## config.mk

```make
export PLATFORM = sky130hd
export DESIGN_NAME = mblock_initiator
export DESIGN_NICKNAME = d
export VERILOG_FILES = /design/src/rtl/mblock_initiator_pkg.sv /design/src/rtl/mblock_phase_counter.sv /design/src/rtl/mblock_initiator.sv
export SDC_FILE = /design/constraint.sdc
export NUM_CORES = 1
export LEC_CHECK = 0
export CORE_MARGIN = 2
export CORE_UTILIZATION = 43
export CTS_CLUSTER_SIZE = 14
export DETAILED_ROUTE_END_ITERATION = 6
export GPL_TIMING_DRIVEN = 0
export PLACE_DENSITY = 0.88
export SYNTH_ARGS = -nofsm -noshare
export SYNTH_HDL_FRONTEND = slang
export SYNTH_SLANG_ARGS = --single-unit
```

## constraint.sdc

```tcl
create_clock -name clk -period 5.5 [get_ports clk]
set_input_delay 1.1 -clock clk [delete_from_list [all_inputs] [get_ports clk]]
set_output_delay 1.1 -clock clk [all_outputs]
set_load 0.005 [all_outputs]
```

## src/rtl/mblock_initiator_pkg.sv

```systemverilog
// -----------------------------------------------------------------------------
// mblock_initiator_pkg
// Shared definitions for the memory-block initiator: selector encodings (also
// used by the memory block's RAM write-enable decode), the FSM state type and
// small helpers for sizing the phase counter and classifying requests.
// -----------------------------------------------------------------------------
package mblock_initiator_pkg;

    // Memory region selectors
    localparam logic [1:0] SEL_ROM   = 2'b00;
    localparam logic [1:0] SEL_RAM   = 2'b01;
    localparam logic [1:0] SEL_IO    = 2'b10;
    localparam logic [1:0] SEL_CONST = 2'b11;

    // Initiator bus phases
    typedef enum logic [2:0] {
        ST_IDLE   = 3'd0,
        ST_SETUP  = 3'd1,
        ST_STROBE = 3'd2,
        ST_HOLD   = 3'd3,
        ST_RESP   = 3'd4
    } state_e;

    // Largest of three phase lengths, used to size the shared down-counter
    function automatic int maxOf3(input int a, input int b, input int c);
        int m;
        m = (a > b) ? a : b;
        return (m > c) ? m : c;
    endfunction

    // Only RAM is writable and the IO region is reserved for any access
    function automatic logic isIllegal(input logic isWrite, input logic [1:0] sel);
        logic bad;
        case (sel)
            SEL_RAM:             bad = 1'b0;
            SEL_IO:              bad = 1'b1;
            SEL_ROM, SEL_CONST:  bad = isWrite;
            default:             bad = 1'b1;
        endcase
        return bad;
    endfunction

endpackage

```

## src/rtl/mblock_phase_counter.sv

```systemverilog
// -----------------------------------------------------------------------------
// mblock_phase_counter
// Loadable down-counter that times the SETUP and HOLD phases. It saturates at
// zero rather than wrapping, so a phase that sits at zero stays there.
// Ports:
//   clk_i        - clock
//   reset_i      - synchronous active-high reset, clears the count
//   load_i       - load loadValue_i this cycle (takes priority over counting)
//   loadValue_i  - value to load
//   zero_o       - count is zero (combinational from the count register)
// -----------------------------------------------------------------------------
module mblock_phase_counter #(
    parameter int WIDTH = 1
) (
    input  logic             clk_i,
    input  logic             reset_i,
    input  logic             load_i,
    input  logic [WIDTH-1:0] loadValue_i,
    output logic             zero_o
);

    logic [WIDTH-1:0] count_q;
    logic [WIDTH-1:0] count_d;

    // Next count: load wins, otherwise decrement until zero and stop there
    always_comb begin
        count_d = count_q;
        if (load_i) begin
            count_d = loadValue_i;
        end else if (count_q != '0) begin
            count_d = count_q - WIDTH'(1);
        end
    end

    // Count register
    always_ff @(posedge clk_i) begin
        if (reset_i) begin
            count_q <= '0;
        end else begin
            count_q <= count_d;
        end
    end

    assign zero_o = (count_q == '0);

endmodule

```

## src/rtl/mblock_initiator.sv

```systemverilog
// -----------------------------------------------------------------------------
// mblock_initiator
// Bus initiator between the CPU datapath and the memory block. Accepts one
// read/write request at a time, drives the memory selector/address/data with a
// setup-strobe-hold sequence so the write strobe only rises while everything
// else is stable, and returns read data or an error on a response channel.
// Ports:
//   clk, reset                        - clock, synchronous active-high reset
//   req_valid/req_ready               - request handshake (ready only in IDLE)
//   req_write, req_selector,
//   req_address, req_wdata            - request fields
//   resp_valid/resp_ready             - response handshake
//   resp_rdata, resp_err              - read data (0 for writes/errors), error
//   mem_selector, mem_address, mem_in - memory-side selector/address/data
//   mem_is_write                      - memory write strobe
//   mem_out                           - memory read data
// All outputs come straight from registers.
// -----------------------------------------------------------------------------
module mblock_initiator
    import mblock_initiator_pkg::*;
#(
    parameter int SETUP_CYCLES = 1,
    parameter int HOLD_CYCLES  = 1,
    parameter int READ_WAIT    = 1
) (
    input  logic        clk,
    input  logic        reset,
    input  logic        req_valid,
    output logic        req_ready,
    input  logic        req_write,
    input  logic [1:0]  req_selector,
    input  logic [15:0] req_address,
    input  logic [31:0] req_wdata,
    output logic        resp_valid,
    input  logic        resp_ready,
    output logic [31:0] resp_rdata,
    output logic        resp_err,
    output logic [1:0]  mem_selector,
    output logic [15:0] mem_address,
    output logic [31:0] mem_in,
    output logic        mem_is_write,
    input  logic [31:0] mem_out
);

    localparam int MAX_PHASE = maxOf3(SETUP_CYCLES, HOLD_CYCLES, READ_WAIT);
    localparam int CNT_W     = $clog2(MAX_PHASE + 1);

    // The counter holds "cycles remaining after this one", so a phase of N
    // cycles loads N-1 and ends in the cycle where the counter reads zero.
    localparam logic [CNT_W-1:0] SETUP_LOAD = CNT_W'(SETUP_CYCLES - 1);
    localparam logic [CNT_W-1:0] HOLD_LOAD  = CNT_W'(HOLD_CYCLES - 1);
    localparam logic [CNT_W-1:0] READ_LOAD  = CNT_W'(READ_WAIT - 1);

    state_e      state_q, state_d;
    logic        reqReady_q, reqReady_d;
    logic        respValid_q, respValid_d;
    logic [31:0] respRdata_q, respRdata_d;
    logic        respErr_q, respErr_d;
    logic [1:0]  memSel_q, memSel_d;
    logic [15:0] memAddr_q, memAddr_d;
    logic [31:0] memIn_q, memIn_d;
    logic        memIsWrite_q, memIsWrite_d;
    logic        isWrite_q, isWrite_d;

    logic             cntLoad;
    logic [CNT_W-1:0] cntLoadValue;
    logic             cntZero;

    mblock_phase_counter #(
        .WIDTH(CNT_W)
    ) u_phase_counter (
        .clk_i       (clk),
        .reset_i     (reset),
        .load_i      (cntLoad),
        .loadValue_i (cntLoadValue),
        .zero_o      (cntZero)
    );

    // Next-state and next-output logic. Every register holds by default; the
    // memory-side fields are only written at accept and when leaving RESP, so
    // they cannot move while the strobe is high.
    always_comb begin
        state_d      = state_q;
        reqReady_d   = reqReady_q;
        respValid_d  = respValid_q;
        respRdata_d  = respRdata_q;
        respErr_d    = respErr_q;
        memSel_d     = memSel_q;
        memAddr_d    = memAddr_q;
        memIn_d      = memIn_q;
        memIsWrite_d = memIsWrite_q;
        isWrite_d    = isWrite_q;
        cntLoad      = 1'b0;
        cntLoadValue = '0;

        case (state_q)
            ST_IDLE: begin
                if (req_valid && reqReady_q) begin
                    reqReady_d = 1'b0;
                    if (isIllegal(req_write, req_selector)) begin
                        // Rejected requests never touch the memory side
                        state_d     = ST_RESP;
                        respValid_d = 1'b1;
                        respErr_d   = 1'b1;
                        respRdata_d = '0;
                    end else begin
                        state_d      = ST_SETUP;
                        memSel_d     = req_selector;
                        memAddr_d    = req_address;
                        memIn_d      = req_write ? req_wdata : 32'h0;
                        isWrite_d    = req_write;
                        cntLoad      = 1'b1;
                        cntLoadValue = req_write ? SETUP_LOAD : READ_LOAD;
                    end
                end
            end

            ST_SETUP: begin
                if (cntZero) begin
                    if (isWrite_q) begin
                        state_d      = ST_STROBE;
                        memIsWrite_d = 1'b1;
                    end else begin
                        state_d     = ST_RESP;
                        respValid_d = 1'b1;
                        respErr_d   = 1'b0;
                        respRdata_d = mem_out;
                    end
                end
            end

            ST_STROBE: begin
                state_d      = ST_HOLD;
                memIsWrite_d = 1'b0;
                cntLoad      = 1'b1;
                cntLoadValue = HOLD_LOAD;
            end

            ST_HOLD: begin
                if (cntZero) begin
                    state_d     = ST_RESP;
                    respValid_d = 1'b1;
                    respErr_d   = 1'b0;
                    respRdata_d = '0;
                end
            end

            ST_RESP: begin
                if (resp_ready) begin
                    state_d     = ST_IDLE;
                    reqReady_d  = 1'b1;
                    respValid_d = 1'b0;
                    respRdata_d = '0;
                    respErr_d   = 1'b0;
                    memSel_d    = '0;
                    memAddr_d   = '0;
                    memIn_d     = '0;
                    isWrite_d   = 1'b0;
                end
            end

            default: begin
                state_d = ST_IDLE;
            end
        endcase
    end

    // State and output registers; reset drops any transfer in flight
    always_ff @(posedge clk) begin
        if (reset) begin
            state_q      <= ST_IDLE;
            reqReady_q   <= 1'b1;
            respValid_q  <= 1'b0;
            respRdata_q  <= '0;
            respErr_q    <= 1'b0;
            memSel_q     <= '0;
            memAddr_q    <= '0;
            memIn_q      <= '0;
            memIsWrite_q <= 1'b0;
            isWrite_q    <= 1'b0;
        end else begin
            state_q      <= state_d;
            reqReady_q   <= reqReady_d;
            respValid_q  <= respValid_d;
            respRdata_q  <= respRdata_d;
            respErr_q    <= respErr_d;
            memSel_q     <= memSel_d;
            memAddr_q    <= memAddr_d;
            memIn_q      <= memIn_d;
            memIsWrite_q <= memIsWrite_d;
            isWrite_q    <= isWrite_d;
        end
    end

    assign req_ready    = reqReady_q;
    assign resp_valid   = respValid_q;
    assign resp_rdata   = respRdata_q;
    assign resp_err     = respErr_q;
    assign mem_selector = memSel_q;
    assign mem_address  = memAddr_q;
    assign mem_in       = memIn_q;
    assign mem_is_write = memIsWrite_q;

endmodule

```

# [Word level (Yosys, flattened, before mapping)]
# Index checks and enable logic that the tools add are counted.
# Widths: inputs -> output; s select.
[classes] shift=0 addsub=1 n_reduce_logical=13 n_bitwise=1 mux=52 div_mod_pow=0 multipliers=0 order_cmp=0 n_eq_ne=15
[ops] cell="$mux 32" n=9
[ops] cell="$pmux 32 s4" n=1
[ops] cell="$pmux 32 s2" n=1
[ops] cell="$mux 16" n=3
[ops] cell="$pmux 16 s2" n=1
[ops] cell="$mux 1" n=19
[ops] cell="$mux 3" n=6
[ops] cell="$ne 2x2->1 const B" n=8
[ops] cell="$pmux 3 s5" n=1
[ops] cell="$pmux 1 s2" n=4
[ops] cell="$pmux 1 s4" n=2
[ops] cell="$reduce_and 4->1" n=2
[ops] cell="$reduce_and 7->1" n=1
[ops] cell="$eq 3x2->1 const B" n=2
[ops] cell="$mux 2" n=3
[ops] cell="$reduce_and 3->1" n=2
[ops] cell="$eq 2x2->1 const B" n=2
[ops] cell="$pmux 2 s2" n=1
[ops] cell="$reduce_bool 2->1" n=2
[ops] cell="$reduce_bool 4->1" n=1
[ops] cell="$eq 3x1->1 const B" n=1
[ops] cell="$eq 3x3->1 const B" n=1
[ops] cell="$logic_not 3->1" n=1
[ops] cell="$pmux 1 s3" n=1
[ops] cell="7 further kinds" n=7
[word_totals] word_cells=93 latchBits=0 regBits=91 mem_bits_rw=0 mem_bits_ro=0 out_inout_bits=86 inputBits=87 n_memories=0

# [Logic depth before layout (Yosys ltp)]
[depth] ltp_word=9 ltp_mapped=8 ltp_nobuf=6

# [By module]
# From an unflattened synthesis, not the netlist that was laid out.
[unflattened] hier_cells=386 area_unflattened_um2=3699.8
[by_module_without_submodules] mod="mblock_initiator" area_each_um2=3667.3 seq_area_each_um2=1801.7 n_inst=1 cells_each=383
[by_module_without_submodules] mod="mblock_phase_counter" area_each_um2=32.5 seq_area_each_um2=20.0 n_inst=1 cells_each=3

# [Worst setup path before layout]
# Ideal clock, no wire load.
[synth_path] path_type="input -> register" from="input req_selector[0]" to="register memAddr_q[0], in the netlist mem_address[0]" slack_ns=2.807 setup_time_ns=0.117 stages=8 t_required_ns=5.383 arrival_ns=2.576 n_path_buf=2 path_cell_list="inv_1 > ha_1 > a21o_1 > a21o_1 > a221o_1 > buf_4 > buf_6 > a22o_1"
[synth_via] elab_chain_cells=7 elab_cells_between_ends=10 classes_between="eq/ne: 4; mux: 3; reduce/logical: 3"
[synth_lines] item="from (decl)" line_no="mblock_initiator.sv:31" source="input logic [1:0] req_selector,"
[synth_lines] item="$eq 2x2->1 / $logic_not 2->1 (equally long branches)" line_no="mblock_initiator_pkg.sv:34" source="case (sel)"
[synth_lines] item="$reduce_or 2->1" line_no="mblock_initiator_pkg.sv:34"
[synth_lines] item="$pmux 1 s3 (*)" line_no="mblock_initiator_pkg.sv:34"
[synth_lines] item="$mux 1 (*)" line_no="mblock_initiator.sv:98" source="if (req_valid && reqReady_q) begin"
[synth_lines] item="$mux 1 (*)" line_no="mblock_initiator.sv:96" source="case (state_q)"
[synth_lines] item="$ne 2x2->1 (no line) (*)"
[synth_lines] item="$reduce_and 4->1 (no line) (*)"
[synth_lines] item="to (signal assigned)" line_no="mblock_initiator.sv:188" source="memAddr_q <= memAddr_d;"
[synth_lines] item="to (decl)" line_no="mblock_initiator.sv:60" source="logic [15:0] memAddr_q, memAddr_d;"
# Mark *: on every way between the ends. The rest lies on a longest branch, timed or not. The select of a mux whose other input is x is not followed.
# A chain may end at the register's enable or synchronous reset.

# [Final worst setup path]
[layout_path] from="input req_selector[0]" to="register memAddr_q[15], in the netlist mem_address[15]"
# The elaborated chain is that of the path after synthesis.

==> metrics.md <==
| Metric | Value |
|---|---|
| Status | complete, no violations |
| Worst Path Buf+Inv | 3 |
| Pins Over Slew Limit | 0 |
| Layout cell share with drive strength beyond 1 | 7.056% |
| Hold WS | 0.4629 ns |
| Post-Syn Nets | 398 |
| Post-synthesis register bit count | between 90 and 100 |
| First-pass GRT wire length | 14.08 mm |
| Pre-antenna DRT Iters | 4 |
| Static leakage | roughly 0.0022 uW |
| H-tree depth | 3 |
| Yosys warnings | 0 |
| Seq/Total Area, Yosys | 53.53% |
| Non-filler cells, final | 598 |
| Avg Vias per Cell | 4.992 |
| Number of global-route vias before repair | 2996 |
| Syn Inst Count | 309 |
| Per-cell routed wire length | 15.08 um |
| Arrival time worst endpoint | roughly 3.3 ns |
| Starting density of the core | 44.27% |
| Hpwl dp | just under 7 mm |
| CTS Root Cell | clkbuf_8 |
| Max rail drop VDD | 136.6 uV |
| CTS clk-pin slew, worst paths | ~0.090 ns |
| F_max | between 300 and 400 MHz |
| Via count | slightly below 3000 |
| CTS buffer count | 9 |
| Ordered cell list for the critical path | clkdlybuf4s50_1 > inv_1 > ha_1 > a21o_1 > a21o_1 > nor4b_4 > buf_6 > a22o_1 |
| Tot GR Track Use | 20.74% |
| Worst Path Class, Setup | in2reg |
| Inst Count DP | ~580 |
| Grt ovf | 0 |
| Crit-path leading delay family | buffers and inverters |
| Rows | 32 |
| Total Wirelength | 9.019 mm |
| Largest net degree at the start of global routing | 16 |
| Post-layout util | 70.82% |
| Resized cells post-CTS | 0 |
| CTS Buffer Depth | 2 |
| Fillers | 604 |
| Commonest non-fill, non-tap cell in the layout | clkdlybuf4s50_1 |
| Io pins | 173 |
| Antenna cells | 0 |
| Commonest cells after routing, fill and taps aside | 171 x clkdlybuf4s50_1, 91 x dfxtp_1, 50 x a22o_1 |
| 1st-iter DRT viols | 104 |
| Max-cap viol count | 0 |
| CTS sink cnt | between 90 and 100 |
| Synth Flop Type | dfxtp_1 |
| Die W | 92.97 um |
| Cell Area, Synth | 0.003403 mm^2 |
| Antenna violations before repair | 0 |
| Die ar. | 0.008642 mm^2 |
| Element type at the critical path end | register |
| Worst-Skew Late Latency | between 0.3 and 0.4 ns |
| Post-synth EDFFs | 0 |
| Avg Cell Area, Syn | 11.01 um^2 |
| Core area | a little under 0.008 mm^2 |
| Area grow syn2layout | 59.96% |
| Slew Limit Headroom | 57.62% |
| PortBufs | 171 |
| Crit path required time | approximately 5.8 ns |
| CTS tree | done |
| Final min period | between 3 and 4 ns |
| Clock Skew | approximately 0.011 ns |
| Final hold viol count | 0 |
| Nets | 580 |
| Slowest stage delay, CP | 0.60 ns |
| Fin Setup TNS | 0 ns |
| Slew at the pin closest to its max-slew limit | 0.6308 ns |
| Slowest-stage cell, CP | nor4b_4 |
| Post-CTS Setup Inserts | 0 |
| CP startpoint kind | primary input |
| Routed Antenna Nets | 0 |
| Gpl congestion | 0.7694 |
| Die Y-Extent | a little over 90 um |
| Most used cell, CP | a21o_1 |
| RSZ-0062 raised after global routing | no |
| CP max FO | 10 |
| Async set-reset flop share out of synthesis | 0% |
| Hold Buf Count CTS | 0 |
| HP Class | reg2reg |
| Residual DRC count | 0 |
| Synth cell types | 32 |
| P per Cell Area | between 200 and 300 mW/mm^2 |
| Final period util | between 50 and 60% |
| Count of final setup violators | 0 |
## cell type report
cell class | count | area [um^2] | share of cell area (%)
buffer | 23 | 171.4 | 3.149
clock buffer | 11 | 141.4 | 2.597
clock inverter | 5 | 60.06 | 1.103
inverter | 4 | 15.01 | 0.2758
multi-input combinational | 191 | 1395 | 25.63
sequential | 91 | 1822 | 33.46
tap | 102 | 127.6 | 2.344
timing repair buffer | 171 | 1712 | 31.44
## worst paths after layout
path	from	end	slack (ns)	cells after the start
max	req_selector[0]	mem_address[15]$_SDFFE_PP0P_	2.46	8
min	resp_valid$_SDFFE_PP0P_	resp_valid$_SDFFE_PP0P_	0.46	2
max reg2reg	state_q[0]$_SDFFE_PP0P_	resp_rdata[25]$_SDFFE_PP0P_	3.70	5
min reg2reg	resp_valid$_SDFFE_PP0P_	resp_valid$_SDFFE_PP0P_	0.46	2
## flip-flops by register name, summed over array words and instances (netlist names)
register,count
mem_is_write,1
mem_address,16
isWrite_q,1
req_ready,1
resp_err,1
state_q,3
mem_in,32
resp_valid,1
u_phase_counter.count_q,1
resp_rdata,32
mem_selector,2
## layer usage
metal  share of wire [%]  routed length [um]  global-route usage [%]  vias up
met5                   0                   0                       0        -
met4                 2.1                 186                   9.069        0
met3                  11                 974                   8.869       17
li1                    -                   -                       -     1446
met1                  41                3671                   23.63     1384
met2                  46                4187                   33.82      138
## synth_stat cells, types with 4 or more instances
cell type	number	area (um^2)
a22o_1	50	437.9
buf_2	5	25.02
buf_6	10	112.6
clkbuf_1	7	26.28
dfxtp_1	91	1822
inv_1	4	15.01
mux2i_1	33	330.3
nand2_1	36	135.1
nand2b_1	33	206.5
nor2_1	5	18.77
nor2b_1	4	25.02
## report_power, final
| group | internal [uW] | leakage, uW | switching, uW |
|---|---|---|---|
| clock | 225 | 0.000100 | 237 |
| combinational | 221 | 0.00136 | 147 |
| sequential | 702 | 0.000738 | 25.8 |
| total | 1150 | 0.00220 | 410 |
## cell families (layout without fill, tap and decap cells)
| kind of cell | after synthesis | in the layout | share of synthesized area, % |
|---|---|---|---|
| compound gates | 65 | 65 | 16.32 |
| fa+ha+maj | 2 | 2 | 0.7352 |
| buf+inv | 27 | 214 | 5.478 |
| flops | 91 | 91 | 53.53 |
| mux | 34 | 34 | 10.04 |
| other cells | 1 | 1 | 0.1102 |
| simple gates | 89 | 89 | 13.79 |
## metrics by stage
stage	setup slack (ns)	power (uW)	cell area (um^2)
floorplan	2.807	931.3	3403
detailed placement	2.085	1112	5243
global route	2.376	1636	5444
global placement	2.132	1106	5243
finish	2.462	1558	5444
CTS	2.460	1572	5444
## worst register-to-register path: stages, from the launching register on
cell	delay [ns]
dfxtp_1	0.41
nand2b_1	0.13
nor3_1	0.51
clkbuf_1	0.42
nand2_1	0.11
mux2i_1	0.15
(Power assumes the default switching activity.)
